**src/rtl/stage_ex_mem_pkg.sv**
```systemverilog
// Shared pipeline definitions: bus widths, zero constants, stall-bit indices
// and the write-back payload carried between stages.
package stage_ex_mem_pkg;

  localparam int unsigned REG_W      = 32;
  localparam int unsigned REG_ADDR_W = 5;
  localparam int unsigned STALL_BUS_W = 6;

  localparam int unsigned STALL_PC  = 0;
  localparam int unsigned STALL_IF  = 1;
  localparam int unsigned STALL_ID  = 2;
  localparam int unsigned STALL_EX  = 3;
  localparam int unsigned STALL_MEM = 4;
  localparam int unsigned STALL_WB  = 5;

  typedef logic [REG_W-1:0]       reg_bus_t;
  typedef logic [REG_ADDR_W-1:0]  reg_addr_bus_t;
  typedef logic [STALL_BUS_W-1:0] stall_bus_t;

  localparam reg_bus_t      ZERO_WORD = REG_W'(0);
  localparam reg_addr_bus_t NOP_REG_ADDR = REG_ADDR_W'(0);

  typedef struct packed {
    reg_addr_bus_t waddr;
    logic          we;
    reg_bus_t      wdata;
  } wb_payload_t;

  // All-zero payload used for bubbles and reset.
  function automatic wb_payload_t bubble_payload();
    wb_payload_t p;
    p.waddr = NOP_REG_ADDR;
    p.we    = 1'b0;
    p.wdata = ZERO_WORD;
    return p;
  endfunction

endpackage

```
**src/rtl/stage_ex_mem_sat_counter.sv**
```systemverilog
// Saturating up-counter with synchronous clear; reused by per-stage
// performance counters.
module stage_ex_mem_sat_counter #(
  parameter int unsigned WIDTH = 32
) (
  input  logic             clk,
  input  logic             rst,
  input  logic             inc_i,
  input  logic             clr_i,
  output logic [WIDTH-1:0] cnt_o
);

  logic [WIDTH-1:0] cnt_q;
  logic [WIDTH-1:0] cnt_d;

  // Clear beats increment; the all-ones value is sticky until cleared.
  always_comb begin
    cnt_d = cnt_q;
    if (clr_i) begin
      cnt_d = '0;
    end else if (inc_i && (cnt_q != {WIDTH{1'b1}})) begin
      cnt_d = cnt_q + WIDTH'(1);
    end
  end

  always_ff @(posedge clk) begin
    if (rst) begin
      cnt_q <= '0;
    end else begin
      cnt_q <= cnt_d;
    end
  end

  assign cnt_o = cnt_q;

endmodule

```
**src/rtl/stage_ex_mem.sv**
```systemverilog
// EX/MEM pipeline register: forwards the write-back triple one cycle later,
// turning EX stalls into counted bubbles and honouring MEM hold and flush.
module stage_ex_mem
  import stage_ex_mem_pkg::*;
#(
  parameter int unsigned STALL_W = 6,
  parameter int unsigned EX_BIT  = 3,
  parameter int unsigned MEM_BIT = 4,
  parameter int unsigned CNT_W   = 32
) (
  input  logic               clk,
  input  logic               rst,
  input  logic [STALL_W-1:0] stall,
  input  logic               flush,
  input  reg_addr_bus_t      ex_reg_waddr,
  input  logic               ex_we,
  input  reg_bus_t           ex_reg_wdata,
  output reg_addr_bus_t      mem_reg_waddr,
  output logic               mem_we,
  output reg_bus_t           mem_reg_wdata,
  output logic               mem_valid,
  output logic [CNT_W-1:0]   bubble_cnt,
  input  logic               cnt_clr
);

  wb_payload_t slot_q;
  wb_payload_t slot_d;
  logic        valid_q;
  logic        valid_d;
  logic        ex_bubble_c;
  logic        stall_ex_c;
  logic        stall_mem_c;
  logic        unused_stall_c;

  assign stall_ex_c  = stall[EX_BIT];
  assign stall_mem_c = stall[MEM_BIT];
  // Remaining stall bits belong to other stages.
  assign unused_stall_c = ^stall;

  // Four-way select: flush, hold, EX bubble, capture.
  always_comb begin
    slot_d      = slot_q;
    valid_d     = valid_q;
    ex_bubble_c = 1'b0;
    if (flush) begin
      slot_d  = bubble_payload();
      valid_d = 1'b0;
    end else if (stall_mem_c) begin
      slot_d  = slot_q;
      valid_d = valid_q;
    end else if (stall_ex_c) begin
      slot_d      = bubble_payload();
      valid_d     = 1'b0;
      ex_bubble_c = 1'b1;
    end else begin
      slot_d.waddr = ex_reg_waddr;
      slot_d.we    = ex_we;
      slot_d.wdata = ex_reg_wdata;
      valid_d      = 1'b1;
    end
  end

  always_ff @(posedge clk) begin
    if (rst) begin
      slot_q  <= bubble_payload();
      valid_q <= 1'b0;
    end else begin
      slot_q  <= slot_d;
      valid_q <= valid_d;
    end
  end

  stage_ex_mem_sat_counter #(
    .WIDTH (CNT_W)
  ) u_bubble_cnt (
    .clk   (clk),
    .rst   (rst),
    .inc_i (ex_bubble_c),
    .clr_i (cnt_clr),
    .cnt_o (bubble_cnt)
  );

  assign mem_reg_waddr = slot_q.waddr;
  assign mem_we        = slot_q.we;
  assign mem_reg_wdata = slot_q.wdata;
  assign mem_valid     = valid_q;

endmodule

```
**config.mk**
```make
export PLATFORM = sky130hd
export DESIGN_NAME = stage_ex_mem
export DESIGN_NICKNAME = d
export VERILOG_FILES = /design/src/rtl/stage_ex_mem_pkg.sv /design/src/rtl/stage_ex_mem_sat_counter.sv /design/src/rtl/stage_ex_mem.sv
export SDC_FILE = /design/constraint.sdc
export NUM_CORES = 1
export LEC_CHECK = 0
export CAP_MARGIN = 20
export CORE_ASPECT_RATIO = 1.25
export CORE_MARGIN = 2
export CORE_UTILIZATION = 43
export DETAILED_ROUTE_END_ITERATION = 7
export PLACE_DENSITY = 0.81
export SYNTH_ARGS = -nofsm -noshare
export SYNTH_HDL_FRONTEND = slang
export SYNTH_SLANG_ARGS = --single-unit
```
**constraint.sdc**
```tcl
create_clock -name clk -period 2.7 [get_ports clk]
set_input_delay 0.54 -clock clk [delete_from_list [all_inputs] [get_ports clk]]
set_output_delay 0.54 -clock clk [all_outputs]
set_load 0.05 [all_outputs]
```
==> impl_metrics.yaml, run 1 <==
status:
  status: "finished clean"
logic_synthesis:
  synth_cell_types: 37
  synth-main-ff-cell: "dfxtp_1"
  synth_top_area_share_pct: 48.9
  syn_inst: 331
  ys_ff_latch: 71
  synth-adder-area-share_pct: 0.431
  synth_top_family_by_area: "simple AND/OR/NAND/NOR gates"
  synth.cell_area_um2: 2900
  synth-xor-area-share_pct: 4.22
  synth_area_leader_cell: "dfxtp_1"
  synth-simple-area-share_pct: 23.8
  synth_edf_count: 0
  synth_compound_area_share_pct: 18.6
  synth_mux_area_share_pct: 0.689
  synthTopCellsByArea: "dfxtp_1 49%, a22oi_1 9.6%, nor2_1 8.3%"
  syn-num-nets: 380
  synth_async_sr_flop_share_pct: 0
  yosysWarnings: 0
  seq_area_frac_synth_pct: 48.9
  syn-mean-instance-area_um2: 8.77
detailed_routing:
  antenna_left: 0
  first_iter_violations: 134
  post_drt_wl_per_cell_um: 14.7
  drc: 0
  viasPerCell: 5.50
  first_pass_iters: 4
  totalWireLength_um: 7960
  vias: 2981
clock_tree:
  clock_latency_ps: 330
  cts.sinks: 71
  cts_resized: 0
  cts_setup_buffers: 0
  clkTransAtPathRegs_ps: 70
  postCtsHoldBufs: 0
  cts_tree: "built"
  htree_levels: 3
  cts-root-buf: "clkbuf_8"
  cts_buffer_depth: 2
  numCtsBuffers: 9
floorplan:
  initial_core_util_pct: 44.2
  die_y_um: 95.9
  design.die.area_um2: 7430
  coreArea_um2: 6570
  row_count: 33
  io_pins: 119
  die_x_um: 77.5
pwr:
  p_leak_nw: 1.44
  p_sw_share_pct: 23.3
  power.clock.fraction_pct: 42.4
  ir_drop_mv: 0.383
  internal_power_w: 0.00170
  pwr-share-seq_pct: 48.1
  comb_power_share_pct: 9.5
  pwr_density_cell_nw_per_um2: 503
  p_switching_w: 0.000516
final_layout:
  drive_gt1_share_pct: 9.01
  multi_input_area_um2: 1390
  finalNonFillerCells: 542
  fin_nets: 500
  synthToLayoutAreaGrowth_pct: 51.8
  mostFrequentLayoutCells: "114 x clkdlybuf4s50_1, 71 x dfxtp_1, 63 x nor2_1"
  layout_commonest_cell: "clkdlybuf4s50_1"
  diodes: 0
  final_area_um2: 4410
  regArea_um2: 1420
  fill_cells: 521
worst_hold_path:
  worstHoldPathCells: 1
  hold_end: "mem_valid"
  holdCritPathClass: "reg2reg"
  worstHoldStart: "mem_valid"
worst_setup_path:
  critical_path_class: "in2reg"
  r2r_end: "u_bubble_cnt.cnt_o[27]"
  critPathLaunchType: "input port"
  rr_startpoint: "u_bubble_cnt.cnt_o[9]"
  reg2reg_depth: 6
  cp.required_ps: 2960
  cp_max_fo: 14
  crit_start: "stall[3]"
  end_kind: "flop"
  r2r_slack_ps: 490
  arrival_ps: 2830
place:
  place_area_um2: 4190
  dp_cells: 527
  hpwl_um: 5710
  io_buffers: 114
  gp_congestion: 0.887
sta:
  slew_violations: 0
  setup_viol: 0
  rsz0062_at_grt: "false"
  max_freq_mhz: 389
  finalCriticalPeriod_ps: 2570
  finClkSkew_ps: 6.66
  finalHoldViolCount: 0
  period_share_pct: 95.3
  slew_headroom_pct: 59.9
  worst_pin_slew_ps: 596
flow_run:
  maxCapViolations: 0
grt:
  grt_max_degree: 42
  grt_pass1_vias: 2848
  grtUsageTotal_pct: 21.8
  grt_pass1_wl_um: 12900
  antenna_found_initial: 0
  grt_overflow_total: 0
[per-stage QoR]
step	util, %	total power, W	hold slack (ps)	setup WS [ps]	TNS, ps
finish	67.2	0.00222	474	127	0
global route	67.2	0.00229	501	83.3	0
CTS	67.2	0.00223	478	152	0
detailed placement	63.8	0.00130	456	-205	-1820
global placement	63.8	0.00130	437	-125	-1100
floorplan	-	0.00119	684	204	0
[final cells by class]
type / instances / share of cell area [%]
clock inverters: 5 / 1.87
clock buffers: 10 / 3.12
inverters: 5 / 0.426
multi-input cells: 237 / 31.5
repair buffers: 127 / 28.4
flip-flops and latches: 71 / 32.2
well taps: 87 / 2.47
[cells by family after synthesis]
family / after synthesis
buffers and inverters: 23
muxes: 2
adders and majority gates: 1
and+or+nand+nor: 140
AOI/OAI and AO/OA: 80
xor gates and xnor gates: 14
DFF: 71
[cells in the mapped netlist, drive strengths merged (2+ instances only)]
cell type	instances
a21o	2
xnor2	13
a22oi	37
inv	5
nor2	64
clkbuf	16
buf	2
a211oi	5
or2	3
or3b	3
and4	2
or3	14
and3	2
a21oi	18
o21ai	10
mux2i	2
or4	2
nand2	13
nand4	14
dfxtp	71
nor4	7
a31o	5
nor3	3
nand3	10
[metal layers]
metal / vias up / global-route usage [%] / part of all wire [%]
met5: - / 0 / 0
met4: 0 / 11.0 / 0.84
met3: 6 / 7.97 / 8.8
met2: 109 / 37.1 / 50
met1: 1425 / 24.0 / 40
li1: 1441 / - / -
[flip-flops by register name, summed over array words and instances, names as in the netlist]
| register | flops |
|---|---|
| mem_reg_waddr | 5 |
| mem_reg_wdata | 32 |
| mem_valid | 1 |
| mem_we | 1 |
| u_bubble_cnt.cnt_o | 32 |
[worst max-delay path, cell delays in order]
cell	delay, ps
clkdlybuf4s50_1	490
or3b_4	420
or4_4	550
a21o_1	290
or3_1	390
a21oi_1	150
[worst max-delay path by stage]
stage	end	cells after the start	slack [ps]
final	u_bubble_cnt.cnt_o[13]	6	130
after global routing	u_bubble_cnt.cnt_o[13]	6	80
after CTS	u_bubble_cnt.cnt_o[13]	6	150
after detailed placement	u_bubble_cnt.cnt_o[13]	6	-210
after global placement	u_bubble_cnt.cnt_o[19]	6	-130
after floorplan	u_bubble_cnt.cnt_o[26]	5	200
[power groups by stage]
stage | Clock (W) | Combinational, W | Sequential, W
final | 0.000940 | 0.000211 | 0.00107
after global routing | 0.00100 | 0.000223 | 0.00107
after CTS | 0.000956 | 0.000211 | 0.00107
after detailed placement | 0 | 0.000210 | 0.00109
after global placement | 0 | 0.000207 | 0.00109
after floorplan | 0 | 0.0000597 | 0.00113
Note: power is estimated with default switching activity, not from simulation.
==> inputs of run 2 (changes only) <==
SLEW_MARGIN = 20   (was default)
==> results of run 2 <==
No change in the layout: final DEF, timing and power equal those of run 1.
==> inputs of run 3 (changes only) <==
ABC_AREA = 1   (was default)
CORE_UTILIZATION = 45   (was 43)
SETUP_SLACK_MARGIN = 0.15   (was default)
==> run 3 against run 2 <==
Clock power shrank 8.9%. Clock-buffer cell count shrank 1. Die area grew 11%. Cell area grew 7.9%. Fmax grew 17%. Critical path depth shrank 5. Routed wire length grew 16%. Sequential power is essentially flat. Synthesized cell count grew 54%. Area after synthesis grew 17%. Largest power group unchanged.
==> impl_metrics.yaml, run 3 <==
final_layout:
  diodes: 0
  finalNonFillerCells: 716
  post-route-util_pct: 64.6
  mostFrequentLayoutCells: "171 x nand2_1, 114 x clkdlybuf4s50_1, 81 x nor2_1"
  fin_nets: 668
  layout_commonest_cell: "nand2_1"
  synthToLayoutAreaGrowth_pct: 40.4
  drive_gt1_share_pct: 7.21
clock_tree:
  numCtsBuffers: 9
  cts.sinks: 71
  cts_tree: "built"
  postCtsHoldBufs: 0
  htree_levels: 3
  cts_buffer_depth: 2
  cts_resized: 0
  clock_latency_ps: 340
  cts-root-buf: "clkbuf_8"
  cts_setup_buffers: 0
  clkTransAtPathRegs_ps: 80
sta:
  fin_hold_ws_ps: 461
  rsz0062_at_grt: "false"
  finalHoldViolCount: 0
  max_freq_mhz: 454
  setup_viol: 0
  slew_violations: 0
  period_share_pct: 81.6
  slew_headroom_pct: 52.4
  finalCriticalPeriod_ps: 2200
  worst_pin_slew_ps: 713
  setup_tns_ps: 0
  finClkSkew_ps: 9.21
detailed_routing:
  totalWireLength_um: 9240
  post_drt_wl_per_cell_um: 12.9
  drc: 0
  antenna_left: 0
  vias: 3557
  first_iter_violations: 212
  viasPerCell: 4.97
  first_pass_iters: 5
pwr:
  p_switching_w: 0.000544
  power.clock.fraction_pct: 40.3
  ir_drop_mv: 0.436
  pwr_density_cell_nw_per_um2: 446
  internal_power_w: 0.00158
  comb_power_share_pct: 9.6
  p_sw_share_pct: 25.6
  p_leak_nw: 1.63
  pwr-share-seq_pct: 50.1
flow_run:
  maxCapViolations: 0
grt:
  grt_max_degree: 41
  antenna_found_initial: 0
  grt_pass1_wl_um: 14900
  grtUsageTotal_pct: 23.3
  grt_pass1_vias: 3304
  grt_overflow_total: 0
floorplan:
  die_x_um: 81.6
  die_y_um: 101
  row_count: 35
  coreArea_um2: 7360
  io_pins: 119
  initial_core_util_pct: 46.0
  design.die.area_um2: 8240
logic_synthesis:
  yosysWarnings: 0
  synth_edf_count: 0
  syn-mean-instance-area_um2: 6.64
  synth-main-ff-cell: "dfxtp_1"
  synth_async_sr_flop_share_pct: 0
  synth_top_area_share_pct: 42.0
  seq_area_frac_synth_pct: 42.0
  synth_area_leader_cell: "dfxtp_1"
  synthMostInstantiatedCell: "nand2_1"
  yosys-top-cells-count: "171 x nand2_1, 82 x nor2_1, 71 x dfxtp_1, 57 x a21oi_1, 32 x inv_1"
  syn_inst: 510
  synth_cell_types: 27
  synth.cell_area_um2: 3390
  syn-num-nets: 559
  synthTopCellsByArea: "dfxtp_1 42%, nand2_1 19%, nor2_1 9.1%"
  ys_ff_latch: 71
worst_setup_path:
  critical_path_class: "reg2out"
  cp.required_ps: 2160
  critPathMaxStageDelay_ps: 860
  end_kind: "output port"
  critPathLaunchType: "flop"
  crit_chain: "clkdlybuf4s50_1"
  critPathBufInv: 1
  cp_max_fo: 6
  arrival_ps: 1660
  path_delay_family: "buffers and inverters"
  r2r_slack_ps: 810
  slowest_stage: "clkdlybuf4s50_1"
place:
  gp_congestion: 0.909
  hpwl_um: 6790
  dp_cells: 700
  io_buffers: 114
worst_hold_path:
  holdCritPathClass: "reg2reg"
status:
  status: "finished clean"
run 3: changes by cell type in the layout (fill, tap and decap cells not counted), moves of 6 or more:
cell	previous run	this run
nor4_1	7	0
nand3_1	10	30
nor2_1	63	81
o21ai_0	10	1
buf_4	12	3
a21oi_1	18	57
or3_1	14	0
nor2_4	0	6
xnor2_1	13	0
nand2_1	13	171
inv_1	5	32
a22oi_1	37	0
nand2_2	0	7
run 3: final cells by class:
class	count	area [um2]
fill	661	2600
multi-input combinational	387	1740
sequential	71	1420
timing repair buffer	117	1160
clock buffer	9	124
inverter	33	124
tap	92	115
clock inverter	7	72.6
run 3: per-layer routing:
metal	track usage (%)	wire length, um
met1	26.4	3750
met4	10.0	250
met5	0	0
met3	7.35	704
met2	39.7	4540
run 3: through the flow:
stage	setup WS, ps	power [W]	area, um2
2_1_floorplan	747	0.00119	3390
3_3_place_gp	416	0.00129	4560
3_5_place_dp	393	0.00129	4560
4_1_cts	485	0.00215	4760
5_1_grt	444	0.00220	4760
6_report	496	0.00212	4760
run 3: worst paths after layout:
kind	to	cells past startpoint	startpoint
max	bubble_cnt[12]	1	u_bubble_cnt.cnt_o[12]
min	mem_reg_wdata[20]	2	mem_reg_wdata[20]
max reg2reg	u_bubble_cnt.cnt_o[2]	9	u_bubble_cnt.cnt_o[0]
min reg2reg	mem_reg_wdata[20]	2	mem_reg_wdata[20]
run 3: power groups by stage:
stage	Combinational [W]	Sequential [W]	Clock, W
global route	0.000219	0.00107	0.000918
floorplan	0.0000610	0.00113	0
finish	0.000203	0.00106	0.000856
CTS	0.000204	0.00106	0.000877
global placement	0.000201	0.00109	0
detailed placement	0.000203	0.00109	0
run 3: kinds of logic (layout without fill, tap and decap cells):
logic type	Yosys count	after routing	share of synthesized area [%]
compound gates	61	61	9.12
fa+ha+maj	1	1	0.369
flops	71	71	42.0
buf+inv	52	166	6.87
simple gates	325	325	41.7
